--- config.mk ---
export PLATFORM = sky130hd
export DESIGN_NAME = pc_sequencer
export DESIGN_NICKNAME = d
export VERILOG_FILES = /design/src/rtl/pc_seq_pkg.sv /design/src/rtl/pc_seq_timeout.sv /design/src/rtl/pc_sequencer.sv
export SDC_FILE = /design/constraint.sdc
export NUM_CORES = 1
export LEC_CHECK = 0
export ABC_AREA = 1
export BUFFER_PORTS_ARGS = -buffer_cell sky130_fd_sc_hd__buf_4
export CAP_MARGIN = 40
export CORE_UTILIZATION = 57
export CTS_BUF_LIST = sky130_fd_sc_hd__clkbuf_4 sky130_fd_sc_hd__clkbuf_8
export CTS_CLUSTER_SIZE = 14
export DETAILED_ROUTE_END_ITERATION = 7
export PLACE_DENSITY = 0.95
export SLEW_MARGIN = 10
export SYNTH_ARGS = -nofsm -noshare
export SYNTH_HDL_FRONTEND = slang
export SYNTH_SLANG_ARGS = --single-unit
--- constraint.sdc ---
create_clock -name clk -period 2.4 [get_ports clk]
set_input_delay 0.36 -clock clk [delete_from_list [all_inputs] [get_ports clk]]
set_output_delay 0.36 -clock clk [all_outputs]
set_load 0.02 [all_outputs]
--- src/rtl/pc_seq_pkg.sv ---
// Shared encodings for the fetch / next-PC sequencer.
// States, error codes, PC increment and the redirect buffer type.
package pc_seq_pkg;

  typedef enum logic [1:0] {
    ST_BOOT   = 2'd0,
    ST_FETCH  = 2'd1,
    ST_EXEC   = 2'd2,
    ST_HALTED = 2'd3
  } state_t;

  localparam logic [1:0] ERR_NONE    = 2'b00;
  localparam logic [1:0] ERR_TIMEOUT = 2'b01;
  localparam logic [1:0] ERR_ALIGN   = 2'b10;

  localparam logic [31:0] PC_INC = 32'd4;

  typedef struct packed {
    logic        valid;
    logic [31:0] alvo;
  } pend_t;

  function automatic logic misaligned(
    input logic [31:0] a
  );
    return a[1:0] != 2'b00;
  endfunction

endpackage

--- src/rtl/pc_seq_timeout.sv ---
// Fetch wait-cycle counter for the PC sequencer.
// expired flags that the current unanswered cycle is the TIMEOUT-th one.
module pc_seq_timeout #(
  parameter int unsigned TIMEOUT = 15
) (
  input  logic clk,
  input  logic rst,
  input  logic clr,
  input  logic inc,
  output logic expired
);

  localparam logic [3:0] LIMIT = 4'(TIMEOUT);

  logic [3:0] cnt;

  always_ff @(posedge clk or negedge rst) begin
    if (!rst) begin
      cnt <= '0;
    end else if (clr) begin
      cnt <= '0;
    end else if (inc) begin
      cnt <= cnt + 4'd1;
    end
  end

  // Looking one count ahead lets ready on the last cycle still win.
  assign expired = (cnt + 4'd1) == LIMIT;

endmodule

--- src/rtl/pc_sequencer.sv ---
// Fetch/next-PC controller: imem handshake, redirect buffering,
// stall, halt, fetch timeout and misaligned-target fault.
import pc_seq_pkg::*;

module pc_sequencer #(
  parameter logic [31:0] RESET_VEC = 32'h0000_0000,
  parameter int unsigned TIMEOUT   = 15
) (
  input  logic        clk,
  input  logic        rst,
  input  logic [31:0] atual_Pc,
  input  logic        imem_ready,
  input  logic        stall,
  input  logic        halt,
  input  logic        branch_taken,
  input  logic [31:0] branch_alvo,
  input  logic        jump,
  input  logic [31:0] jump_alvo,
  output logic [31:0] proximo_Pc,
  output logic        imem_req,
  output logic        instr_valid,
  output logic [1:0]  erro,
  output logic [1:0]  estado
);

  state_t      st_q, st_d;
  logic [1:0]  err_q, err_d;
  pend_t       pend_q, pend_d;
  logic        to_clr, to_inc, to_exp;
  logic [31:0] tgt;

  pc_seq_timeout #(
    .TIMEOUT(TIMEOUT)
  ) u_timeout (
    .clk    (clk),
    .rst    (rst),
    .clr    (to_clr),
    .inc    (to_inc),
    .expired(to_exp)
  );

  always_comb begin
    tgt = atual_Pc + PC_INC;
    priority case (1'b1)
      jump:         tgt = jump_alvo;
      branch_taken: tgt = branch_alvo;
      pend_q.valid: tgt = pend_q.alvo;
      default:      tgt = atual_Pc + PC_INC;
    endcase
  end

  always_comb begin
    st_d       = st_q;
    err_d      = err_q;
    pend_d     = pend_q;
    proximo_Pc = atual_Pc;
    to_clr     = 1'b0;
    to_inc     = 1'b0;
    unique case (st_q)
      ST_BOOT: begin
        proximo_Pc = RESET_VEC;
        st_d       = ST_FETCH;
        to_clr     = 1'b1;
      end
      ST_FETCH: begin
        if (jump) begin
          pend_d = '{valid: 1'b1, alvo: jump_alvo};
        end else if (branch_taken) begin
          pend_d = '{valid: 1'b1, alvo: branch_alvo};
        end
        if (imem_ready) begin
          st_d   = ST_EXEC;
          to_clr = 1'b1;
        end else if (to_exp) begin
          st_d = ST_HALTED;
          if (err_q == ERR_NONE) err_d = ERR_TIMEOUT;
        end else begin
          to_inc = 1'b1;
        end
      end
      ST_EXEC: begin
        if (!stall) begin
          pend_d.valid = 1'b0;
          if (misaligned(tgt)) begin
            st_d = ST_HALTED;
            if (err_q == ERR_NONE) err_d = ERR_ALIGN;
          end else if (halt) begin
            st_d = ST_HALTED;
          end else begin
            proximo_Pc = tgt;
            st_d       = ST_FETCH;
          end
        end
      end
      ST_HALTED: begin
        st_d = ST_HALTED;
      end
      default: begin
        st_d = ST_BOOT;
      end
    endcase
  end

  always_ff @(posedge clk or negedge rst) begin
    if (!rst) begin
      st_q   <= ST_BOOT;
      err_q  <= ERR_NONE;
      pend_q <= '0;
    end else begin
      st_q   <= st_d;
      err_q  <= err_d;
      pend_q <= pend_d;
    end
  end

  assign imem_req    = (st_q == ST_FETCH);
  assign instr_valid = (st_q == ST_EXEC);
  assign erro        = err_q;
  assign estado      = st_q;

endmodule

==> results of run 1 <==
==> flip-flops by register name, summed over array words and instances (netlist names) <==
name,count
pend_q,33
u_timeout.cnt,4
erro,2
estado,2
==> routing by layer <==
metal  share of wire  vias to the layer above
met2            0.47                      381
met3           0.097                       60
met4           0.037                        0
li1                -                     2606
met5               0                        -
met1            0.39                     2464
==> metrics by stage <==
stage / total power [mW] / cells / area, um^2 / hold WS (ns)
after CTS: 2.97 / 959 / 5380 / 0.0679
final: 3.01 / 959 / 5390 / 0.0503
after global routing: 3.16 / 959 / 5390 / 0.0996
after detailed placement: 2.46 / 951 / 5280 / 0.400
after global placement: 2.39 / 951 / 5280 / 0.381
after floorplan: 1.98 / 731 / 4140 / 0.0644
==> timing repair <==
action	CTS	global route
pin swaps	0	0
resized for setup	1	4
setup endpoints to repair	2	8
hold buffers	0	0
==> Yosys cell counts, types with 2 or more instances <==
cell type and count:
a21o_1 4, a211oi_1 5, clkbuf_1 13, dfrtp_1 41, nand3_2 2, xnor2_1 3, buf_6 2, a21oi_1 43
a31oi_1 21, o21bai_1 4, inv_2 5, buf_2 12, o21ai_0 35, nor2_2 9, inv_1 62, buf_1 2
o21ai_1 7, nand3_1 68, nor2_4 4, nand2_2 6, nand2_1 283, nand4_1 4, o211ai_1 2, nor3_1 5
nor2_1 74, ha_1 3, xor2_1 5
==> power by group <==
group	leakage (nW)	total [mW]	switching, mW	internal (mW)
combinational	2.30	1.35	0.809	0.544
clock	0.0447	0.517	0.306	0.211
sequential	0.471	1.14	0.169	0.967
==> area by class of cell <==
cell class              count  area (um^2)  share of cell area
inverters                  68          258              0.0478
repair buffers            154         1160               0.216
well taps                  96          120              0.0223
clock inverters             3         25.0             0.00464
clock buffers               5         68.8              0.0128
multi-input cells         592         2730               0.506
flip-flops and latches     41         1030               0.190
==> path summary, 6_finish.rpt <==
kind / slack, ns / end / from / depth (start not counted)
worst min-delay path: 0.05 / pend_q[29] / rst / 1
max in group asynchronous: 1.95 / pend_q[3] / rst / 1
min in group clk: 0.30 / estado[0] / imem_ready / 4
worst max-delay path: 0.08 / proximo_Pc[30] / pend_q[32] / 12
worst max register to register: 0.57 / pend_q[9] / estado[0] / 8
worst min register to register: 0.50 / pend_q[7] / pend_q[7] / 2
==> kinds of logic after synthesis <==
family	Yosys count	synth area share
simple gates	459	0.466
compound gates	122	0.163
buf+inv	98	0.0975
flops	41	0.248
xor+xnor	8	0.0169
fa+ha+maj	3	0.00906
==> critical path: cells and delay by family (launching register included) <==
kind	cells	cell delay [ns]
flip-flops	1	0.43
AND/OR/NAND/NOR	9	0.78
buffers and inverters	3	0.44
==> flow_metrics.env, run 1 <==
export IMPL_clockBufferDepth=2
export IMPL_finalHoldViolations=0
export IMPL_async_reset_ff_frac=1.00
export IMPL_dieArea_um2=7620
export IMPL_cp_cell_sequence="inv_4 -> nand3_1 -> nand2_1 -> nand2_1 -> nand3_2 -> nand4_4 -> buf_6 -> nor2_1 -> nand2_1 -> nand2_1 -> nand2_1 -> buf_4"
export IMPL_fmax_ghz=0.431
export IMPL_drive_gt1_frac=0.221
export IMPL_setup_tns_ns=0
export IMPL_dp_hpwl_um=11500
export IMPL_rows=30
export IMPL_critPathSlowestCell="dfrtp_1"
export IMPL_syn_area_um2=4140
export IMPL_cts_htree_levels=2
export IMPL_drt_iter0_markers=445
export IMPL_clkTransAtPathRegs_ns=0.10
export IMPL_maxSlewViolCount=0
export IMPL_top_usage_layer="met2"
export IMPL_cp_start_kind="register"
export IMPL_fin_util=0.780
export IMPL_end_kind="output port"
export IMPL_fill_cells=571
export IMPL_max_stage_delay_ns=0.43
export IMPL_postCtsSetupBuffers=0
export IMPL_worstSkewPairLatency_ns=0.31
export IMPL_ir_drop_uv=704
export IMPL_coreArea_um2=6910
export IMPL_met2_usage=0.699
export IMPL_num_vias=5511
export IMPL_cts_tree="built"
export IMPL_synth_warnings=0
export IMPL_yosysTopAreaCellShare=0.256
export IMPL_layout_common_cells="283 x nand2_1, 152 x buf_4, 74 x nor2_1"
export IMPL_syn_inst=731
export IMPL_routedWlPerCell_um=15.8
export IMPL_ys_seq_area_frac=0.248
export IMPL_worstPathMaxFanout=18
export IMPL_max_cap_violations=0
export IMPL_ys_ff_latch=41
export IMPL_clockRootBuffer="clkbuf_8"
export IMPL_syn_nets=837
export IMPL_antenna_found_initial=0
export IMPL_synth_largest_area_cell="nand2_1"
export IMPL_hold_path_class="in2async"
export IMPL_antenna_cells=0
export IMPL_cts_sinks=41
export IMPL_final_period_utilization=0.968
export IMPL_fin_nets=968
export IMPL_power_leakage_nw=2.81
export IMPL_gr_usage_all_layers=0.398
export IMPL_rsz0062_at_grt="no"
export IMPL_yosys_cell_types_count=34
export IMPL_grt_pass1_wl_um=23700
export IMPL_path_class="reg2out"
export IMPL_via_per_inst=5.75
export IMPL_grt_pass1_vias=5182
export IMPL_overflow=0
export IMPL_period_needed_ns=2.32
export IMPL_drtAntennaViolNets=0
export IMPL_grt_use_met1=0.485
export IMPL_io_buffers=140
export IMPL_synth_area_leaders="nand2_1 26%, dfrtp_1 25%, nand3_1 8.2%"
export IMPL_ys_flop_type="dfrtp_1"
export IMPL_cts_buffers=5
export IMPL_wl_um=15200
export IMPL_route_detailed_drc=0
export IMPL_synth_edf_count=0
export IMPL_grtUsageMet3=0.0635
export IMPL_setup_viol=0
export IMPL_worstMarginPinSlew_ns=0.649
export IMPL_grt_max_degree=42
export IMPL_p_per_area_nw_per_um2=558
export IMPL_area_growth_pct=30.1
export IMPL_drt_pass1_iter_count=6
export IMPL_ioPinCount=141
export IMPL_mostFrequentLayoutCell="nand2_1"
export IMPL_finalWeightedCongestion=0.970
export IMPL_crit_path_frequent_cell="nand2_1"
export IMPL_fin_ws_ns=0.0778
export IMPL_slew_headroom=0.563
export IMPL_start_util=0.600
export IMPL_cp_arrival_ns=1.96
export IMPL_outcome="complete, no violations"
export IMPL_die_w_um=87.3
export IMPL_skew_ns=0.0114
export IMPL_die_height_um=87.3
export IMPL_dp_slack_ns=0.206
export IMPL_cp_required_ns=2.04
export IMPL_syn_avg_cell_area_um2=5.67
No activity file was read; power rests on OpenSTA's default activity.
==> inputs of run 2 (changes only) <==
Settings changed: CORE_UTILIZATION 57 to 25, PLACE_DENSITY 0.95 to 0.53.
==> run 2 against run 1 <==
Net effect: sequential share of layout area is 1.2 points lower; via count is 4.4% lower; first-iteration DRC count is 32% lower; global-route usage is 20 points lower; routed wire length is 15% higher; register-to-register slack worse by 0.11 ns; setup slack better by 0.017 ns; cell count is 14% higher; clock-buffer cell count stayed put; fmax is 0.76% higher; critical path depth stayed put; clock power is 36% higher; highest routed layer unchanged; largest power group unchanged; critical path type unchanged.
==> flow_metrics.env, run 2 (synthesis gave the netlist of run 1 again) <==
export IMPL_outcome="complete, no violations"
export IMPL_route_detailed_drc=0
export IMPL_gr_usage_all_layers=0.202
export IMPL_finalWeightedCongestion=0.877
export IMPL_cts_sinks=41
export IMPL_drt_iter0_markers=303
export IMPL_cp_cell_sequence="inv_4 -> nand3_1 -> nand2_1 -> nand2_1 -> nand3_2 -> nand4_4 -> buf_12 -> nand2_4 -> nand2_4 -> nand2_1 -> nand2_1 -> buf_4"
export IMPL_worstPathMaxFanout=7
export IMPL_cts_tree="built"
export IMPL_fin_area_um2=5770
export IMPL_die_w_um=131
export IMPL_fmax_ghz=0.434
export IMPL_multi_input_area_um2=2790
export IMPL_worstSkewPairLatency_ns=0.32
export IMPL_fin_ws_ns=0.0953
export IMPL_die_height_um=131
export IMPL_ir_drop_uv=221
export IMPL_crit_path_frequent_cell="nand2_1"
export IMPL_cts_htree_levels=2
export IMPL_setup_viol=0
export IMPL_path_class="reg2out"
export IMPL_layout_common_cells="281 x nand2_1, 154 x buf_4, 73 x nor2_1"
export IMPL_dp_slack_ns=0.150
export IMPL_setup_tns_ns=0
export IMPL_antenna_found_initial=0
export IMPL_critPathSlowestCell="dfrtp_2"
export IMPL_maxSlewViolCount=0
export IMPL_drive_gt1_frac=0.241
export IMPL_grt_pass1_wl_um=26000
export IMPL_routedWlPerCell_um=16.0
export IMPL_top_register="pend_q"
export IMPL_io_buffers=140
export IMPL_slew_headroom=0.617
export IMPL_power_leakage_nw=2.90
export IMPL_cp_required_ns=2.04
export IMPL_clkTransAtPathRegs_ns=0.10
export IMPL_grt_pass1_vias=4786
export IMPL_skew_ns=0.00599
export IMPL_ioPinCount=141
export IMPL_drtAntennaViolNets=0
export IMPL_seq_area_um2=1030
export IMPL_start_util=0.258
export IMPL_area_growth_pct=39.3
export IMPL_grt_max_degree=42
export IMPL_coreArea_um2=16100
export IMPL_drt_pass1_iter_count=5
export IMPL_fin_nets=978
export IMPL_fill_cells=1819
export IMPL_max_cap_violations=0
export IMPL_wl_um=17500
export IMPL_largest_reg_flops=33
export IMPL_p_per_area_nw_per_um2=557
export IMPL_dieArea_um2=17100
export IMPL_layoutNonFillerInstCount=1089
export IMPL_end_kind="output port"
export IMPL_rows=46
export IMPL_cts_buffers=5
export IMPL_clockRootBuffer="clkbuf_8"
export IMPL_overflow=0
export IMPL_final_period_utilization=0.960
export IMPL_dp_cells=1075
export IMPL_fin_util=0.360
export IMPL_cp_num_buf_inv=3
export IMPL_via_per_inst=4.84
export IMPL_mostFrequentLayoutCell="nand2_1"
export IMPL_dp_hpwl_um=13100
export IMPL_period_needed_ns=2.30
export IMPL_total_power_mw=3.21
export IMPL_holdWs_ns=0.0302
export IMPL_rsz0062_at_grt="yes"
export IMPL_num_vias=5270
export IMPL_reg_largest_list="pend_q (33), u_timeout.cnt (4)"
export IMPL_cp_start_kind="register"
export IMPL_placed_cell_area_um2=5470
export IMPL_rrSetupSlack_ns=0.46
export IMPL_finalHoldViolations=0
export IMPL_cp_arrival_ns=1.94
export IMPL_clockBufferDepth=2
export IMPL_hold_path_class="in2async"
export IMPL_antenna_cells=0
export IMPL_max_stage_delay_ns=0.45
export IMPL_cp_top_family="simple AND/OR/NAND/NOR gates"
export IMPL_worstMarginPinSlew_ns=0.575
## run 2: changes by cell type in the layout (fill, tap and decap cells not counted), sizes merged
cell    previous run  this run
buf              154       161
nand2            289       291
bufinv             0         2
inv               69        67
clkbuf             5         6
## run 2: worst paths after layout
path	from	endpoint	cells past startpoint
setup / recovery	pend_q[32]	proximo_Pc[21]	12
hold / removal	rst	u_timeout.cnt[0]	1
setup reg to reg	estado[0]	u_timeout.cnt[0]	8
hold reg to reg	pend_q[10]	pend_q[10]	2
max in group asynchronous	rst	pend_q[32]	1
min in group clk	stall	pend_q[32]	3
## run 2: routing by layer
layer	global-route usage	routed length [um]
met5	0	0
met2	0.320	7940
met1	0.289	8120
met3	0.0244	1100
met4	0.0521	321
## run 2: area by class of cell
| class | count | area share |
|---|---|---|
| Clock buffer | 5 | 0.0119 |
| Clock inverter | 3 | 0.0113 |
| Inverter | 68 | 0.0453 |
| Multi-Input combinational cell | 594 | 0.483 |
| Sequential cell | 41 | 0.178 |
| Tap cell | 216 | 0.0468 |
| Timing Repair Buffer | 162 | 0.223 |
## run 2: timing repair
item,in CTS,in global routing
pin swaps,0,1
hold buffers,0,0
cloned,0,3
endpoints found under the setup margin,6,28
gates resized for setup,1,26
setup buffers,0,3
## run 2: report_power, final
group	internal, mW	switching [mW]	leakage [nW]
clock network	0.414	0.290	0.0681
registers	0.968	0.149	0.470
logic	0.579	0.815	2.37
total	1.96	1.25	2.90
